<file path="config.mk">
export PLATFORM = sky130hd
export DESIGN_NAME = star_row_mapper
export DESIGN_NICKNAME = d
export VERILOG_FILES = /design/src/rtl/star_row_mapper_pkg.sv /design/src/rtl/star_row_mapper_addr.sv /design/src/rtl/star_row_mapper.sv
export SDC_FILE = /design/constraint.sdc
export NUM_CORES = 1
export LEC_CHECK = 0
export ABC_CLOCK_PERIOD_IN_PS = 2530
export CAP_MARGIN = 25
export CORE_MARGIN = 5
export CORE_UTILIZATION = 30
export CTS_BUF_LIST = sky130_fd_sc_hd__clkbuf_8
export DETAILED_ROUTE_END_ITERATION = 10
export SYNTH_ARGS = -nofsm -noshare
export SYNTH_HDL_FRONTEND = slang
export SYNTH_SLANG_ARGS = --single-unit
</file>
<file path="constraint.sdc">
create_clock -name clk -period 2.53 [get_ports clk]
set_input_delay 0.253 -clock clk [delete_from_list [all_inputs] [get_ports clk]]
set_output_delay 0.253 -clock clk [all_outputs]
set_load 0.05 [all_outputs]
</file>
<file path="src/rtl/star_row_mapper_pkg.sv">
// Shared geometry, pixel threshold and FSM state encoding for the
// vertical-extent mapper and its address translator.
package star_row_mapper_pkg;

    // Coordinate / memory widths
    localparam int xSz    = 8;
    localparam int ySz    = 7;
    localparam int addrSz = 15;
    localparam int colSz  = 3;

    // Image geometry
    localparam int MAX_X = 160;
    localparam int MAX_Y = 120;

    // A pixel is bright when its value is strictly above this level
    localparam int THRESHOLD = 0;

    // Safety bound on rows probed in each direction
    localparam int MAX_SPAN = 32;
    localparam int SPAN_SZ  = $clog2(MAX_SPAN) + 1;

    // Mapper FSM states; DN_SETUP is folded into the transitions that enter it
    typedef enum logic [2:0] {
        ST_IDLE    = 3'd0,
        ST_UP_ADDR = 3'd1,
        ST_UP_CHK  = 3'd2,
        ST_DN_ADDR = 3'd3,
        ST_DN_CHK  = 3'd4,
        ST_DONE    = 3'd5
    } state_e;

    // Brightness test applied to the RAM read data
    function automatic logic is_bright(input logic [colSz-1:0] pix);
        return (int'(pix) > THRESHOLD);
    endfunction

endpackage

</file>
<file path="src/rtl/star_row_mapper_addr.sv">
// Address translator: maps an (x, y) pixel coordinate of the 160-wide
// image onto a linear RAM address y*160 + x. Purely combinational.
module vga_address_translator
    import star_row_mapper_pkg::*;
(
    input  logic [xSz-1:0]    x_i,
    input  logic [ySz-1:0]    y_i,
    output logic [addrSz-1:0] addr_o
);

    localparam logic [addrSz-1:0] ROW_PITCH = addrSz'(MAX_X);

    logic [addrSz-1:0] x_ext;
    logic [addrSz-1:0] y_ext;

    assign x_ext = addrSz'(x_i);
    assign y_ext = addrSz'(y_i);

    // Row base plus column offset
    assign addr_o = (y_ext * ROW_PITCH) + x_ext;

endmodule

</file>
<file path="src/rtl/star_row_mapper.sv">
// Vertical-extent mapper. Starting from a bright seed pixel, walks the
// seed column upward and then downward through a synchronous image RAM
// (one ADDR cycle plus one CHK cycle per probed row) and reports the first
// and last bright rows of the star with a single-cycle done strobe.
module star_row_mapper
    import star_row_mapper_pkg::*;
(
    input  logic              clk,
    input  logic              reset,
    input  logic              goMapRows,
    input  logic [xSz-1:0]    xSeed,
    input  logic [ySz-1:0]    ySeed,
    input  logic [colSz-1:0]  pixVal,
    output logic              rdReq,
    output logic [addrSz-1:0] rdAddr,
    output logic [ySz-1:0]    yTop,
    output logic [ySz-1:0]    yBottom,
    output logic              topBottomFound,
    output logic              busy,
    output logic              spanClipped
);

    localparam logic [ySz-1:0]     Y_FIRST    = '0;
    localparam logic [ySz-1:0]     Y_LAST     = ySz'(MAX_Y - 1);
    localparam logic [ySz-1:0]     Y_ONE      = ySz'(1);
    localparam logic [SPAN_SZ-1:0] SPAN_LIMIT = SPAN_SZ'(MAX_SPAN);
    localparam logic [SPAN_SZ-1:0] SPAN_ONE   = SPAN_SZ'(1);

    state_e              state_q,  state_d;
    logic [xSz-1:0]      xs_q,     xs_d;
    logic [ySz-1:0]      ys_q,     ys_d;
    logic [ySz-1:0]      yprobe_q, yprobe_d;
    logic [SPAN_SZ-1:0]  span_q,   span_d;
    logic [ySz-1:0]      ytop_q,   ytop_d;
    logic [ySz-1:0]      ybot_q,   ybot_d;
    logic                clip_q,   clip_d;

    logic [SPAN_SZ-1:0]  span_inc;
    logic                pix_bright;

    assign span_inc   = span_q + SPAN_ONE;
    assign pix_bright = is_bright(pixVal);

    // Probe row -> RAM address
    vga_address_translator u_addr (
        .x_i    (xs_q),
        .y_i    (yprobe_q),
        .addr_o (rdAddr)
    );

    // State and datapath registers, cleared by synchronous reset
    always_ff @(posedge clk) begin
        if (reset) begin
            state_q  <= ST_IDLE;
            xs_q     <= '0;
            ys_q     <= '0;
            yprobe_q <= '0;
            span_q   <= '0;
            ytop_q   <= '0;
            ybot_q   <= '0;
            clip_q   <= 1'b0;
        end else begin
            state_q  <= state_d;
            xs_q     <= xs_d;
            ys_q     <= ys_d;
            yprobe_q <= yprobe_d;
            span_q   <= span_d;
            ytop_q   <= ytop_d;
            ybot_q   <= ybot_d;
            clip_q   <= clip_d;
        end
    end

    // Next-state logic: upward walk, then downward walk, then done
    always_comb begin
        state_d  = state_q;
        xs_d     = xs_q;
        ys_d     = ys_q;
        yprobe_d = yprobe_q;
        span_d   = span_q;
        ytop_d   = ytop_q;
        ybot_d   = ybot_q;
        clip_d   = clip_q;

        unique case (state_q)
            ST_IDLE: begin
                if (goMapRows) begin
                    xs_d   = xSeed;
                    ys_d   = ySeed;
                    ytop_d = ySeed;
                    ybot_d = ySeed;
                    clip_d = 1'b0;
                    span_d = '0;
                    if (ySeed == Y_FIRST) begin
                        // Seed on the top edge: skip straight to the downward walk
                        if (ySeed >= Y_LAST) begin
                            state_d = ST_DONE;
                        end else begin
                            yprobe_d = ySeed + Y_ONE;
                            state_d  = ST_DN_ADDR;
                        end
                    end else begin
                        yprobe_d = ySeed - Y_ONE;
                        state_d  = ST_UP_ADDR;
                    end
                end
            end

            ST_UP_ADDR: begin
                state_d = ST_UP_CHK;
            end

            ST_UP_CHK: begin
                // Any exit from the upward walk enters the downward setup
                span_d = '0;
                if (ys_q >= Y_LAST) begin
                    state_d = ST_DONE;
                end else begin
                    yprobe_d = ys_q + Y_ONE;
                    state_d  = ST_DN_ADDR;
                end
                if (pix_bright) begin
                    ytop_d = yprobe_q;
                    if (yprobe_q == Y_FIRST) begin
                        // top image edge reached; downward setup already chosen
                    end else if (span_inc == SPAN_LIMIT) begin
                        clip_d = 1'b1;
                    end else begin
                        span_d   = span_inc;
                        yprobe_d = yprobe_q - Y_ONE;
                        state_d  = ST_UP_ADDR;
                    end
                end
            end

            ST_DN_ADDR: begin
                state_d = ST_DN_CHK;
            end

            ST_DN_CHK: begin
                state_d = ST_DONE;
                if (pix_bright) begin
                    ybot_d = yprobe_q;
                    span_d = span_inc;
                    if (yprobe_q >= Y_LAST) begin
                        state_d = ST_DONE;
                    end else if (span_inc == SPAN_LIMIT) begin
                        clip_d  = 1'b1;
                        state_d = ST_DONE;
                    end else begin
                        yprobe_d = yprobe_q + Y_ONE;
                        state_d  = ST_DN_ADDR;
                    end
                end
            end

            ST_DONE: begin
                state_d = ST_IDLE;
            end

            default: begin
                state_d = ST_IDLE;
            end
        endcase
    end

    // Outputs decoded from registered state
    always_comb begin
        rdReq          = (state_q == ST_UP_ADDR) || (state_q == ST_UP_CHK) ||
                         (state_q == ST_DN_ADDR) || (state_q == ST_DN_CHK);
        topBottomFound = (state_q == ST_DONE);
        busy           = (state_q != ST_IDLE);
        yTop           = ytop_q;
        yBottom        = ybot_q;
        spanClipped    = clip_q;
    end

endmodule

</file>
==> run metrics, run 1 <==
Antenna Nets Post-Route=0; syn nets=477; WS Path Type=register to primary output; RR Endpoint=yprobe_q[5]; CTS tree=yes; violated checks=setup timing; Die H=114 µm; final core utilization=42.9%; final worst setup slack=-261 ps; Antenna Cells=0; flops & latches, synth=46; Die Area=13000 µm²; drt first pass iters=4; EDFF count, synth=0; worst r2r src=yprobe_q[1]; Syn Inst Count=432; CP max FO=4; wire per inst=15.4 µm; Max Cap Viol=0; startpoint types=register; top post-synthesis cells by area=dfxtp_1, nand2_1, ha_1, a21oi_1, nor2_1; Slew @ Worst Pin=689 ps; GPL Wtd Cong=0.920; Final #Nets=555; Max Fclk=358 MHz; total global-route track usage=15.7%; vias=3383; relative slew slack=54.1%; Initial Utilization=30.3%; Syn Std Cell Area=3260 µm²; die width=114 µm; Hold Fails Final Rpt=0; synth unique cells=58; Port Buffers=53; Primary FF master, synth=dfxtp_1; reg2reg setup slack=130 ps; FF-to-FF path depth=8; fillcell total=1100; Synth area leader=dfxtp_1; CP endpoint=rdAddr[12]; synth-to-layout area growth=41.6%; warnings from Yosys=0; DP HPWL=7.71 mm; CORE AREA=10700 µm²; ys async rst share=0%; Worst path max stage delay=370 ps; post-placement setup slack=-90.9 ps; Power Dens Cells=594 nW/µm²; Critical Path AT=2540 ps; period utilization=110%; grt ovf=0; Slowest-stage cell, CP=dfxtp_4; crit-path cells=ha_4 > ha_4 > fa_2 > a21oi_2 > nor2_1 > nor2_2 > xor2_4 > buf_6 > xor2_4 > buf_12; largest net degree at the start of global routing=24; Non-Filler Instances=651; sequential share of the synthesized area=28.3%; setup TNS=-927 ps; CP startpoint=yprobe_q[1]; Max H-tree Level=2; post-synth top area share=28.3%; root buf cell=clkbuf_8; RSZ-0062 raised after global routing=true; status=complete, but fails checks; initial antenna violation count=0; Iter 0 DRT Violations=311; placed cells=639; drt total wl=10.0 mm; final setup fails=4; share of cells above drive strength 1=21.5%; worst hold path class=register to register; Mapped Avg Cell Area=7.54 µm²; vias in the first global route=3297; Crit. End Element=primary output; Worst EP required=2280 ps; clk_lat worst skew=310 ps; Tmin final=2790 ps; CTS max path bufs=2; Pleak=1.82 nW; Final Skew=8.63 ps; Final Power=2.74 mW; Worst-path clk slew=80 ps; CTS Hold Bufs=0; global-route wire length before repair=16.5 mm; number of slew-limit violations in the final report=0; Hold Path Depth=2; Worst IR Drop VDD=0.315 mV; row count=38; CTS Buf Count=5; Top Ports=54; vias per cell=5.20; CTS sink cnt=46; Post-route DRC=0
[worst min path at each step]
| stage | slack (ps) | endpoint | start |
|---|---|---|---|
| 6_report | 460 | xs_q[4] | xs_q[4] |
| 5_1_grt | 490 | xs_q[2] | xSeed[2] |
| 4_1_cts | 470 | xs_q[5] | xs_q[5] |
| 3_5_place_dp | 450 | xs_q[0] | xs_q[0] |
| 3_3_place_gp | 440 | xs_q[0] | xs_q[0] |
| 2_1_floorplan | 390 | xs_q[0] | xSeed[0] |
[synthesized netlist by cell type, drive strengths merged (2+ instances only)]
| cell type | number |
|---|---|
| a22oi | 3 |
| buf | 16 |
| fa | 2 |
| dfxtp | 46 |
| nand3 | 13 |
| nor4 | 3 |
| a211oi | 4 |
| o211ai | 3 |
| a31oi | 5 |
| nand2 | 79 |
| ha | 22 |
| a21o | 4 |
| o21ai | 18 |
| a311oi | 17 |
| clkbuf | 18 |
| nor3b | 3 |
| nor2 | 41 |
| inv | 15 |
| and2 | 2 |
| a21oi | 39 |
| xnor2 | 16 |
| or3 | 3 |
| nor3 | 15 |
| o21bai | 2 |
| nand4 | 3 |
| xor2 | 9 |
| or4b | 2 |
| o31ai | 3 |
| and3 | 4 |
| or3b | 2 |
| nor2b | 5 |
[per-layer routing]
layer / part of all wire (%) / GRT usage, % / up-vias
met5: 0 / 0 / -
met4: 1.9 / 4.04 / 0
met3: 6.3 / 2.48 / 14
met2: 51 / 28.5 / 96
met1: 41 / 19.1 / 1593
li1: - / - / 1680
[layout make-up]
type	count	area, µm²	share of cell area (%)
multi-input cells	337	2330	50.5
clock inverters	3	40.0	0.868
repair buffers	105	1010	21.8
inverters	15	56.3	1.22
clock buffers	5	68.8	1.49
well taps	140	175	3.80
flip-flops and latches	46	935	20.3
[what timing repair did]
item / CTS / global route
gates cloned: 0 / 0
setup buffers: 2 / 2
resized for setup: 4 / 11
pin swaps: 11 / 4
endpoints found under the setup margin: 5 / 9
hold endpoints to repair: 0 / 0
[critical path: cells and delay by family, from the launching register on]
| family | cells | cell delay [ps] |
|---|---|---|
| xor+xnor | 2 | 380 |
| fa+ha+maj | 3 | 770 |
| flops | 1 | 370 |
| buf+inv | 2 | 300 |
| simple gates | 2 | 280 |
| compound gates | 1 | 130 |
[cell usage in the layout (no fill, tap or decap), drive strengths merged, types with 17 or more instances in the layout]
cell type / Yosys / final
nand2: 79 / 79
buf: 16 / 61
dfxtp: 46 / 46
clkdlybuf4s50: 0 / 44
nor2: 41 / 41
a21oi: 39 / 39
ha: 22 / 22
o21ai: 18 / 18
a311oi: 17 / 17
inv: 15 / 17
[flip-flops by register name, summed over array words and instances (netlist names)]
name and cells:
yBottom 7, ys_q 7, xs_q 8, yTop 7, spanClipped 1, span_q 6, state_q 3, yprobe_q 7
[stage by stage]
stage / hold WS (ps) / area (µm²)
after detailed placement: 453 / 4410
after floorplan: 389 / 3430
final: 464 / 4610
after global placement: 443 / 4410
after CTS: 466 / 4560
after global routing: 495 / 4610
[cell families (layout without fill, tap and decap cells)]
logic type | count (synthesis) | after routing | synth area share (%)
AO/OA/AOI/OAI | 109 | 109 | 22.2
XOR/XNOR | 25 | 25 | 6.72
adder cells (fa/ha/maj) | 24 | 24 | 9.68
buffers and inverters | 49 | 128 | 6.91
flip-flops | 46 | 46 | 28.3
multiplexers | 1 | 1 | 0.307
AND/OR/NAND/NOR | 178 | 178 | 25.9
[power by group]
part           total [mW]  switching (mW)  leakage [nW]  internal (mW)
sequential          0.840          0.0530         0.381          0.787
combinational        1.34           0.764          1.38          0.573
clock               0.564           0.271        0.0599          0.292
total                2.74            1.09          1.82           1.65
Note: power is estimated with default switching activity, not from simulation.
==> inputs of run 2 (changes only) <==
--- a/config.mk
+++ b/config.mk
@@ -11,6 +11,7 @@
 export CORE_UTILIZATION = 30
 export CTS_BUF_LIST = sky130_fd_sc_hd__clkbuf_8
 export DETAILED_ROUTE_END_ITERATION = 10
+export SKIP_CTS_REPAIR_TIMING = 1
 export SYNTH_ARGS = -nofsm -noshare
 export SYNTH_HDL_FRONTEND = slang
 export SYNTH_SLANG_ARGS = --single-unit
==> run 2 against run 1 <==
Effect of this change:
- the run still ends with setup timing left
- via count about the same
- clock power is essentially flat
- sequential share of layout area increased by 0.11 points
- die area is the same
- clock skew is essentially flat
- total power fell by 0.40%
- global-route usage shrank 0.053 points
- non-clock buffer count is 3 lower
- combinational power about the same
- critical path type unchanged
==> run metrics, run 2 (synthesized netlist as in run 1, its figures left out) <==
Slew @ Worst Pin=698 ps; Tmin final=2820 ps; CTS Buf Count=5; Pleak=1.80 nW; most common cell after layout, fill and taps aside=nand2_1; number of slew-limit violations in the final report=0; relative slew slack=53.4%; Initial Utilization=30.3%; Final Power=2.73 mW; Antenna Nets Post-Route=0; fin area=4570 µm²; vias in the first global route=3288; clk_lat worst skew=310 ps; Int Pwr=1.64 mW; initial antenna violation count=0; Die H=114 µm; Sw Share=39.9%; commonest cells after routing, fill and taps aside=nand2_1, buf_4, clkdlybuf4s50_1, dfxtp_1, nor2_1; Port Buffers=53; row count=38; share of cells above drive strength 1=20.3%; largest reg by FF count=xs_q; max reg flops=8; final setup fails=4; Hold Fails Final Rpt=0; setup TNS=-1010 ps; Final #Nets=552; root buf cell=clkbuf_8; die width=114 µm; CP max FO=3; worst hold path class=register to register; grt ovf=0; global-route wire length before repair=16.4 mm; Sequential Power Share=30.7%; GPL Wtd Cong=0.920; Antenna Cells=0; Worst-path clk slew=90 ps; CTS sink cnt=46; status=complete, but fails checks; total global-route track usage=15.6%; Cell Area, Placed=4410 µm²; Max Fclk=355 MHz; startpoint types=register; vias=3380; Die Area=13000 µm²; Top Ports=54; WS Path Type=register to primary output; Iter 0 DRT Violations=293; Post-route DRC=0; Clk network pwr share=20.7%; Max H-tree Level=2; drt total wl=10.1 mm; RSZ-0062 raised after global routing=true; CORE AREA=10700 µm²; violated checks=setup timing; Worst EP required=2280 ps; P_sw=1.09 mW; Crit. End Element=primary output; Final Skew=8.69 ps; Max Cap Viol=0; Power Dens Cells=597 nW/µm²; wire per inst=15.6 µm; vias per cell=5.22; final worst setup slack=-289 ps; CTS max path bufs=2; synth-to-layout area growth=40.3%; Worst IR Drop VDD=0.316 mV; drt first pass iters=5; largest net degree at the start of global routing=24; Critical Path AT=2570 ps; DP HPWL=7.71 mm; period utilization=111%; combinational fraction of design power=48.6%; CTS tree=yes
[run 2: layout make-up]
class                      instances  area [µm²]
fill                            1110        6180
sequential                        46         931
inverter                          15        56.3
timing repair buffer             102         980
clock buffer                       5        68.8
clock inverter                     3        40.0
tap                              140         175
multi-input combinational        337        2320
[run 2: final timing paths]
path	startpoint	endpoint	slack, ps	depth (start not counted)
worst min-delay path	xs_q[4]	xs_q[4]	460	2
worst max-delay path	yprobe_q[3]	rdAddr[13]	-290	8
worst min register to register	xs_q[4]	xs_q[4]	460	2
worst max register to register	yprobe_q[1]	yprobe_q[5]	140	8
[run 2: worst max-delay path: stages (launching register included)]
cell,delay [ps]
dfxtp_4,380
ha_4,240
ha_4,160
fa_2,360
xnor2_1,180
or3b_4,430
nor3_4,210
xnor2_4,150
buf_12,150
[run 2: through the flow]
stage | std cells | utilization, % | setup WS, ps | hold slack (ps)
6_report | 648 | 42.5 | -289 | 463
5_1_grt | 648 | 42.5 | -366 | 495
4_1_cts | 647 | 42.0 | -356 | 466
3_5_place_dp | 639 | 41.0 | -90.9 | 453
3_3_place_gp | 639 | 41.0 | -38.7 | 443
2_1_floorplan | 432 | - | -9.63 | 389
[run 2: per-layer routing]
metal | global-route usage (%) | part of all wire (%)
met5 | 0 | 0
met4 | 4.04 | 1.7
met3 | 2.48 | 4.9
met2 | 28.5 | 51
met1 | 19.1 | 42
[run 2: power by group through the flow]
stage / logic (mW) / registers (mW) / clock network [mW]
global route: 1.41 / 0.850 / 0.604
finish: 1.33 / 0.839 / 0.564
global placement: 1.31 / 0.852 / 0
floorplan: 0.730 / 0.934 / 0
detailed placement: 1.31 / 0.855 / 0
CTS: 1.32 / 0.838 / 0.587
